--- src/rtl/if_fetch_buffer.sv ---
// if_fetch_buffer
//   Decouples the IF stage from ID. Each PC accepted from IF becomes a single
//   instruction-memory read; the returned {pc, instruction} pair is queued in
//   a small in-order FIFO and presented to ID with a valid/ready handshake.
//   A redirect (flush) empties the FIFO and discards an in-flight response.
//
//   Optional feature, selected by the macro FETCH_BYPASS_EN:
//     defined   - when the FIFO is empty, a memory response is forwarded to ID
//                 combinationally in the response cycle (saves one cycle).
//     undefined - ID outputs come purely from registered FIFO state.
module if_fetch_buffer #(
  parameter int DEPTH = 2,
  parameter int XLEN  = 32
) (
  input  logic            clk,
  input  logic            rst,
  // IF side
  input  logic [XLEN-1:0] if_pc,
  input  logic            if_valid,
  output logic            if_ready,
  // redirect
  input  logic            flush,
  // instruction memory
  output logic            imem_read,
  output logic [XLEN-1:0] imem_address,
  input  logic [XLEN-1:0] imem_rdata,
  input  logic            imem_resp,
  // ID side
  output logic            id_valid,
  output logic [XLEN-1:0] id_pc,
  output logic [XLEN-1:0] id_instr,
  input  logic            id_ready
);

  // A one-entry FIFO still needs a 1-bit pointer so the array index is legal.
  localparam int PTR_W = (DEPTH > 1) ? $clog2(DEPTH) : 1;
  localparam int CNT_W = $clog2(DEPTH) + 1;

  localparam logic [CNT_W-1:0] DEPTH_CNT = CNT_W'(DEPTH);
  localparam logic [PTR_W-1:0] LAST_PTR  = PTR_W'(DEPTH - 1);

  // IDLE: free to accept a PC.  REQ: read outstanding.
  // DROP: read outstanding but already flushed; its data will be thrown away.
  typedef enum logic [1:0] {
    IDLE = 2'd0,
    REQ  = 2'd1,
    DROP = 2'd2
  } state_t;

  state_t            state_reg, state_next;
  logic              imem_read_reg, imem_read_next;
  logic [XLEN-1:0]   imem_address_reg, imem_address_next;
  logic [XLEN-1:0]   req_pc_reg, req_pc_next;

  logic [CNT_W-1:0]  count_reg;
  logic [PTR_W-1:0]  head_reg;
  logic [PTR_W-1:0]  tail_reg;

  logic [XLEN-1:0]   pc_mem    [DEPTH];
  logic [XLEN-1:0]   instr_mem [DEPTH];
  logic [DEPTH-1:0]  wr_en;

  logic              fifo_valid;
  logic              resp_ok;
  logic              push;
  logic              pop;

  // Pointers wrap modulo DEPTH, which need not be a power of two.
  function automatic logic [PTR_W-1:0] ptr_inc(input logic [PTR_W-1:0] p);
    return (p == LAST_PTR) ? '0 : p + PTR_W'(1);
  endfunction

  // ---------------------------------------------------------------------------
  // Handshake and FIFO control
  // ---------------------------------------------------------------------------
  // Accepting while count<DEPTH is safe: pops only ever lower count, so the
  // slot needed by the eventual response is guaranteed to still be free.
  assign if_ready   = !flush && (state_reg == IDLE) && (count_reg < DEPTH_CNT);

  assign fifo_valid = (count_reg != '0);

  // A response that survives the flush check; DROP responses never qualify.
  assign resp_ok    = (state_reg == REQ) && imem_resp && !flush;

  // Flush wins over a pop in the same cycle.
  assign pop        = fifo_valid && id_ready && !flush;

`ifdef FETCH_BYPASS_EN
  logic bypass_hit;
  logic bypass_take;

  // Empty FIFO plus a good response: ID may see the data straight away.
  assign bypass_hit  = resp_ok && (count_reg == '0);
  // If ID takes it in the same cycle the entry never enters the FIFO.
  assign bypass_take = bypass_hit && id_ready;
  assign push        = resp_ok && !bypass_take;
`else
  assign push        = resp_ok;
`endif

  // One write strobe per entry, selected by the tail pointer.
  generate
    for (genvar gi = 0; gi < DEPTH; gi++) begin : g_wr_en
      assign wr_en[gi] = push && (tail_reg == PTR_W'(gi));
    end
  endgenerate

  // ---------------------------------------------------------------------------
  // Fetch state machine
  // ---------------------------------------------------------------------------
  // Next-state logic: request/address are held from accept through the
  // response cycle, since the memory protocol forbids withdrawing a request.
  always_comb begin
    state_next        = state_reg;
    imem_read_next    = imem_read_reg;
    imem_address_next = imem_address_reg;
    req_pc_next       = req_pc_reg;

    case (state_reg)
      IDLE: begin
        if (if_valid && if_ready) begin
          state_next        = REQ;
          imem_read_next    = 1'b1;
          imem_address_next = if_pc;
          req_pc_next       = if_pc;
        end
      end

      REQ: begin
        if (imem_resp) begin
          // Push (or discard on flush) is decided by resp_ok/push.
          state_next     = IDLE;
          imem_read_next = 1'b0;
        end else if (flush) begin
          // Keep the read asserted until the memory answers.
          state_next = DROP;
        end
      end

      DROP: begin
        if (imem_resp) begin
          state_next     = IDLE;
          imem_read_next = 1'b0;
        end
      end

      default: begin
        state_next     = IDLE;
        imem_read_next = 1'b0;
      end
    endcase
  end

  // State register for the fetch FSM and the registered memory request.
  always_ff @(posedge clk) begin
    if (rst) begin
      state_reg        <= IDLE;
      imem_read_reg    <= 1'b0;
      imem_address_reg <= '0;
      req_pc_reg       <= '0;
    end else begin
      state_reg        <= state_next;
      imem_read_reg    <= imem_read_next;
      imem_address_reg <= imem_address_next;
      req_pc_reg       <= req_pc_next;
    end
  end

  assign imem_read    = imem_read_reg;
  assign imem_address = imem_address_reg;

  // ---------------------------------------------------------------------------
  // FIFO pointers and occupancy
  // ---------------------------------------------------------------------------
  // Occupancy and pointers; flush empties the FIFO and beats push/pop.
  always_ff @(posedge clk) begin
    if (rst || flush) begin
      count_reg <= '0;
      head_reg  <= '0;
      tail_reg  <= '0;
    end else begin
      if (push) begin
        tail_reg <= ptr_inc(tail_reg);
      end
      if (pop) begin
        head_reg <= ptr_inc(head_reg);
      end
      case ({push, pop})
        2'b10:   count_reg <= count_reg + CNT_W'(1);
        2'b01:   count_reg <= count_reg - CNT_W'(1);
        default: count_reg <= count_reg;
      endcase
    end
  end

  // Entry storage; cleared on reset so the ID outputs read back as zero.
  always_ff @(posedge clk) begin
    if (rst) begin
      for (int i = 0; i < DEPTH; i++) begin
        pc_mem[i]    <= '0;
        instr_mem[i] <= '0;
      end
    end else begin
      for (int i = 0; i < DEPTH; i++) begin
        if (wr_en[i]) begin
          pc_mem[i]    <= req_pc_reg;
          instr_mem[i] <= imem_rdata;
        end
      end
    end
  end

  // ---------------------------------------------------------------------------
  // ID outputs
  // ---------------------------------------------------------------------------
  // Present the head entry; with bypass enabled an empty FIFO may instead
  // forward the response arriving this cycle.
  always_comb begin
    id_valid = fifo_valid;
    id_pc    = pc_mem[head_reg];
    id_instr = instr_mem[head_reg];
`ifdef FETCH_BYPASS_EN
    if (bypass_hit) begin
      id_valid = 1'b1;
      id_pc    = req_pc_reg;
      id_instr = imem_rdata;
    end
`endif
  end

endmodule

--- config.mk ---
export PLATFORM = sky130hd
export DESIGN_NAME = if_fetch_buffer
export DESIGN_NICKNAME = d
export VERILOG_FILES = /design/src/rtl/if_fetch_buffer.sv
export SDC_FILE = /design/constraint.sdc
export NUM_CORES = 1
export LEC_CHECK = 0
export ABC_AREA = 1
export CORE_ASPECT_RATIO = 1.2
export CORE_MARGIN = 1
export CORE_UTILIZATION = 45
export DETAILED_ROUTE_END_ITERATION = 8
export GPL_TIMING_DRIVEN = 0
export PLACE_DENSITY_LB_ADDON = 0.08
export RECOVER_POWER = 100
export SLEW_MARGIN = 40
export SYNTH_ARGS = -nofsm -noshare
export SYNTH_HDL_FRONTEND = slang
export SYNTH_SLANG_ARGS = --single-unit
--- constraint.sdc ---
create_clock -name clk -period 7.64 [get_ports clk]
set_input_delay 1.528 -clock clk [delete_from_list [all_inputs] [get_ports clk]]
set_output_delay 1.528 -clock clk [all_outputs]
set_load 0.01 [all_outputs]
Word level (Yosys, flattened, before mapping) --
Memory sizes are Yosys's and may differ from the RTL's. A register that Yosys moved wholly into a read port is not among the register bits. Cells that the tools add are included.
Word-level totals: register bits after elaboration 39, bits in latches 0, RAM bits 128, memory bits (read-only) 0, logic and storage cells 71, memories kept 2
Operators by class: $add $sub $neg 4, $mul 0, divide/modulo/power cells 0, $lt $le $gt $ge 1, equal/unequal tests 8, shift operators 0, multiplexer cells 27, bitwise logic cells 5, reduce and logical (&&, ||, !) cells 18
Memories:
- instr_mem | depth 2, bits a word 32, rd ports 1, clocked after Yosys merged registers in 1, write ports 2, RTL line 60 | logic [XLEN-1:0] instr_mem [DEPTH];
- pc_mem | depth 2, bits a word 32, rd ports 1, clocked after Yosys merged registers in 1, write ports 2, RTL line 59 | logic [XLEN-1:0] pc_mem [DEPTH];
Operators with widths (count):
- two-way mux 32 bit | 4
- two-way mux 1 bit | 16
- logical AND 1 bit | 9
- two-way mux 2 bit | 4
- one-hot mux 2 bit (3 select lines) | 1
- equality test 2 x 1 -> 1 bit, second input constant | 2
- equality test 2 bit, second input constant | 2
- inequality test 2 x 1 -> 1 bit, second input constant | 2
- bitwise OR 1 bit | 4
- one-hot mux 2 bit (2 select lines) | 1
- AND reduction 2 bit | 2
- nonzero test 2 bit | 2
- inequality test 3 bit, second input constant | 1
- AND reduction 3 bit | 1
- adder 1 bit, second input constant | 2
- adder 2 x 1 -> 2 bit, second input constant | 1
- logical NOT 2 bit | 1
- less-than comparator 2 bit, second input constant | 1
- inequality test 2 bit, second input constant | 1
- one-hot mux 1 bit (2 select lines) | 1
- OR reduction 2 bit | 1
- subtractor 2 x 1 -> 2 bit, second input constant | 1
- logical NOT 1 bit | 1
- logical OR 1 bit | 1
- NOT 1 bit | 1

Longest topological paths before layout --
Gate-level depths: netlist of the first run.
depth in word-level cells 8, gate-level depth with buffers 10, gate-level depth less buffers 10

Worst setup path after synthesis of the first run --
Ideal clock, no wire load.
kind input to register, start point in imem_resp, end point mem instr_mem[0][0] (enable), data arrival time 6.396 ns, setup slack 0.670 ns, stages on the path 4, path buffers 0, cell sequence inv_2 > nor3_4 > inv_1 > o21ai_0
RTL lines:
- start, declared | RTL line 27 | input logic imem_resp,
- end, declared | RTL line 60

==> results.toml, run 1 <==
[cts]
cts_setup_buffers = 0
cts_buffers = 17
root_buffer = "clkbuf_16"
htreeDepth = 4
cts_tree = "done"
ctsHoldBuffers = 0
ctsResizeCount = 0
cts_max_path_buffers = 2
cts.sinks = 168
clock_latency_ps = 420
clk_pin_slew_ps = 60

[placement]
dp_worst_setup_slack_ps = 3280
globalplace.congestion = 0.804
port_buffers = 168
dp_hpwl_um = 9800
placedCellCount = 855

[power]
p_per_area_nw_per_um2 = 252
total_power_uw = 2290
leakagePower_uw = 0.00363
peakVddDrop_v = 0.000161

[sta]
slew_violations = 51
hold_viol = 0
setup_viol = 0
layout_min_cycle_time_ps = 5340
timing.slew.headroom_pct = -51.8
timing.fmax_mhz = 187
clock_skew_ps = 12.3
whs_ps = 462
worst_slack_ps = 2300
rsz0062_at_grt = "false"
worstMarginPinSlew_ps = 2280
period_share_pct = 69.9

[detailed_routing]
routed_wl_um = 13800
antenna_left = 0
via_per_inst = 4.87
drcViolationCount = 0
first_iter_violations = 191
vias = 4317
wl_per_cell_um = 15.6
firstDrtPassIters = 4

[setup_path]
critPathRequiredTime_ps = 7620
setup.worst_path.end_class = "register"
crit_type = "primary input to register"
setup.worst_path.start = "flush"
r2r_cells = 7
worstPathMaxFanout = 38
crit_path_end = "instr_mem[1][3]$_DFFE_PP_"
worst_ep_arrival_time_ps = 5320
r2r_slack_ps = 3430
timing.rr.end = "instr_mem[1][3]$_DFFE_PP_"
r2r-start = "state_reg[1]$_SDFFE_PP0P_"
cp-start-kind = "primary input"

[grt]
antenna_found_initial = 0
grt_max_degree = 39
grt_pass1_wl_um = 21900
grt_pass1_vias = 4580
grt_usage_pct = 19.2
grt_overflow_total = 0

[hold_path]
hold_depth = 2
hold_class = "register to register"

[cells_and_area]
multiInputGateArea_um2 = 1520
instances_no_fill = 887
diodes = 0
drive_gt1_share_pct = 13.2
seq_area_um2 = 4640
num-nets-final = 773
fill_cells = 1195
post-route-util_pct = 63.1
synthToLayoutAreaGrowth_pct = 36.8

[synth]
synth_warnings = 0
netlist_area_um2 = 6650
synth_seq_cells = 168
syn_avg_cell_area_um2 = 13.1
synth_seq_area_share_pct = 69.9
synthCells = 507
ys_types = 21
synth_nets = 581

[floorplanning]
dieWidth_um = 113
rows = 48
dieArea_um2 = 15300
start_util_pct = 46.1
die_h_um = 135
core_um2 = 14400
ioPinCount = 169

[status]
status = "complete, but fails checks"
violations = "max-capacitance violations, max-slew violations"

[job]
max-cap-violations = 2
-- worst max-delay path, cell delays in order --
cell and delay [ps]:
dlygate4sd3_1 610, nor3_1 440, nand2_1 130, nand2_1 880, clkbuf_1 1700
-- kinds of logic after synthesis --
logic type / after synthesis / synth area share, %
AO/OA/AOI/OAI: 78 / 5.91
XOR/XNOR: 1 / 0.132
adder cells (fa/ha/maj): 4 / 0.753
buffers and inverters: 103 / 6.96
flip-flops: 168 / 69.9
multiplexers: 64 / 10.8
AND/OR/NAND/NOR: 89 / 5.53
-- through the flow --
stage / cell area [µm²] / TNS [ps]
2_1_floorplan: 6650 / 0
3_3_place_gp: 8550 / -181590
3_5_place_dp: 8650 / 0
4_1_cts: 9260 / 0
5_1_grt: 9090 / 0
6_report: 9090 / 0
-- synthesized netlist by cell type --
cell      count  area [µm²]
a21oi_1      39         195
buf_2        13        65.1
buf_6         8        90.1
clkbuf_1      3        11.3
dfxtp_1      40         801
edfxtp_1    128        3840
ha_1          4        50.1
inv_1        77         289
inv_2         2        7.51
mux2_2       64         721
nand2_1      12        45.0
nand2_4       1        11.3
nand3_1       2        10.0
nand4_2       1        12.5
nor2_1       71         267
nor3_4        1        16.3
o21ai_0      28         140
o21ai_1      10        50.1
o21bai_1      1        7.51
or2_2         1        6.26
xor2_1        1        8.76
-- how the worst min path moves through the flow --
| stage | start | endpoint | slack [ps] |
|---|---|---|---|
| floorplan | head_reg$_SDFFE_PP0P_ | register | 450 |
| global placement | imem_read$_SDFFE_PP0P_ | imem_read$_SDFFE_PP0P_ | 450 |
| detailed placement | imem_read$_SDFFE_PP0P_ | imem_read$_SDFFE_PP0P_ | 460 |
| CTS | imem_read$_SDFFE_PP0P_ | imem_read$_SDFFE_PP0P_ | 470 |
| global route | req_pc_reg[13]$_SDFFE_PP0P_ | req_pc_reg[13]$_SDFFE_PP0P_ | 490 |
| finish | imem_read$_SDFFE_PP0P_ | imem_read$_SDFFE_PP0P_ | 460 |
-- power by group --
part	internal, µW	leakage [µW]	switching, µW	total [µW]
Combinational	160	0.00168	173	333
Sequential	1060	0.00165	26.6	1080
Clock	546	0.000297	327	874
Total	1760	0.00363	527	2290
-- routing by layer --
layer  part of all wire, %  wire length (µm)  up-vias  track usage [%]
met2                    53              7330      122             34.8
met1                    39              5380     2075             20.5
met4                   1.3               178        0             7.75
li1                      -                 -     2105                -
met5                     0                 0        -                0
met3                   6.7               923       15             6.53
-- cell type report --
type / instances / share of cell area, %
Sequential cell: 168 / 51.1
Multi-Input combinational cell: 236 / 16.7
Tap cell: 175 / 2.41
Inverter: 79 / 3.26
Buffer: 24 / 1.11
Clock inverter: 6 / 0.936
Timing Repair Buffer: 173 / 18.7
Clock buffer: 26 / 5.85
-- placed cells by master, fill, tap and decap left out, drive strengths merged, types with 4 or more instances in the layout --
| cell type | n |
|---|---|
| a21oi | 39 |
| buf | 4 |
| clkbuf | 51 |
| clkdlybuf4s50 | 79 |
| dfxtp | 40 |
| dlygate4sd3 | 89 |
| edfxtp | 128 |
| ha | 4 |
| inv | 79 |
| mux2 | 64 |
| nand2 | 13 |
| nor2 | 71 |
| o21ai | 38 |
Note: power is estimated with default switching activity, not from simulation.
==> inputs of run 2 (changes only) <==
==> constraint.sdc (replaced) <==
create_clock -name clk -period 5.5 [get_ports clk]
set_input_delay 1.1 -clock clk [delete_from_list [all_inputs] [get_ports clk]]
set_output_delay 1.1 -clock clk [all_outputs]
set_load 0.01 [all_outputs]
==> results.toml, run 2 (synthesized netlist as in run 1, its figures left out) <==
[power]
p_int_uw = 2470
sw_frac_of_total_pct = 23.2
total_power_uw = 3210
p_per_area_nw_per_um2 = 351
seqPwrFrac_pct = 46.9
p_clk_share_pct = 38.6
p_switching_uw = 746
combinationalPowerShare_pct = 14.5
leakagePower_uw = 0.00365
peakVddDrop_v = 0.000251

[cells_and_area]
diodes = 0
layout_common_cells = "128 x edfxtp_1, 93 x dlygate4sd3_1, 78 x inv_1"
final_common_cell = "edfxtp_1"
synthToLayoutAreaGrowth_pct = 37.6
drive_gt1_share_pct = 14.5
multiInputGateArea_um2 = 1530
seq_area_um2 = 4640
fill_cells = 1193
num-nets-final = 773

[cts]
ctsHoldBuffers = 0
clk_pin_slew_ps = 60
root_buffer = "clkbuf_16"
ctsResizeCount = 0
cts_buffers = 17
cts_tree = "done"
clock_latency_ps = 420
cts.sinks = 168
htreeDepth = 4
cts_setup_buffers = 0
cts_max_path_buffers = 2

[sta]
clock_skew_ps = 8.93
worstMarginPinSlew_ps = 1490
finalSetupTns_ps = 0
period_share_pct = 77.9
worst_slack_ps = 1210
setup_viol = 0
whs_ps = 459
hold_viol = 0
timing.fmax_mhz = 233
timing.slew.headroom_pct = 0.541
slew_violations = 0
layout_min_cycle_time_ps = 4290
rsz0062_at_grt = "false"

[hold_path]
hold_class = "register to register"
hold_depth = 2

[grt]
antenna_found_initial = 0
grt_overflow_total = 0
grt_max_degree = 35
grt_usage_pct = 19.2
grt_pass1_vias = 4643
grt_pass1_wl_um = 21900

[setup_path]
cp-start-kind = "primary input"
cp.depth = 7
crit_path_cell_trace = "dlygate4sd3_1, nor3_1, inv_1, o21ai_4, clkbuf_1, clkbuf_1, buf_16"
worst-path-buf-inv = 5
setup.worst_path.end_class = "register"
worstPathMaxFanout = 15
crit_top_cell = "clkbuf_1"
slowest_delay_ps = 750
crit_type = "primary input to register"
critPathTopFamily = "buffers and inverters"
r2r_cells = 9
critPathRequiredTime_ps = 5620
crit_path_top_delay_cell = "clkbuf_1"
worst_ep_arrival_time_ps = 4410

[detailed_routing]
vias = 4331
routed_wl_um = 14100
antenna_left = 0
wl_per_cell_um = 15.9
first_iter_violations = 163
via_per_inst = 4.88
drcViolationCount = 0
firstDrtPassIters = 4

[floorplanning]
dieArea_um2 = 15300
core_um2 = 14400
die_h_um = 135
start_util_pct = 46.1
dieWidth_um = 113
ioPinCount = 169
rows = 48

[placement]
globalplace.congestion = 0.716
dp_hpwl_um = 10100
dp_worst_setup_slack_ps = 1940
port_buffers = 168

[status]
violations = "max-capacitance violations"
status = "complete, but fails checks"

[job]
max-cap-violations = 1
run 2: layout make-up:
type	count	area share (%)
buffer	24	1.11
clock buffer	20	4.88
clock inverter	12	1.91
inverter	79	3.24
multi-input combinational	236	16.7
sequential	168	50.8
tap	175	2.39
timing repair buffer	173	19.0
run 2: path summary, 6_finish.rpt:
check,startpoint,endpoint,slack (ps)
worst max-delay path,flush,instr_mem[0][31]$_DFFE_PP_,1210
worst min-delay path,imem_read$_SDFFE_PP0P_,imem_read$_SDFFE_PP0P_,460
worst max register to register,state_reg[1]$_SDFFE_PP0P_,instr_mem[0][31]$_DFFE_PP_,1960
worst min register to register,imem_read$_SDFFE_PP0P_,imem_read$_SDFFE_PP0P_,460
run 2: per-stage QoR:
stage          cell area (µm²)  instances  utilization [%]
3_5_place_dp              8660        855             60.1
4_1_cts                   9280        887             64.4
5_1_grt                   9150        887             63.5
6_report                  9150        887             63.5
2_1_floorplan             6650        507                -
3_3_place_gp              8550        850             59.3
run 2: worst min-delay path, delay by kind of cell (launching register included):
kind | cells | cell delay [ps]
buffers and inverters | 1 | 50
DFF | 1 | 310
AOI/OAI and AO/OA | 1 | 60
run 2: per-layer routing:
layer / wire [µm] / up-vias / part of all wire, % / GRT usage [%]
li1: - / 2108 / - / -
met1: 5270 / 2081 / 37 / 19.3
met2: 7610 / 128 / 54 / 36.0
met3: 1000 / 14 / 7.1 / 7.52
met4: 211 / 0 / 1.5 / 6.43
met5: 0 / - / 0 / 0
run 2: power groups by stage:
stage | registers (µW) | logic [µW] | clock network (µW)
2_1_floorplan | 1550 | 219 | 0
3_3_place_gp | 1540 | 492 | 0
3_5_place_dp | 1530 | 515 | 0
4_1_cts | 1510 | 518 | 1260
5_1_grt | 1520 | 511 | 1310
6_report | 1510 | 466 | 1240
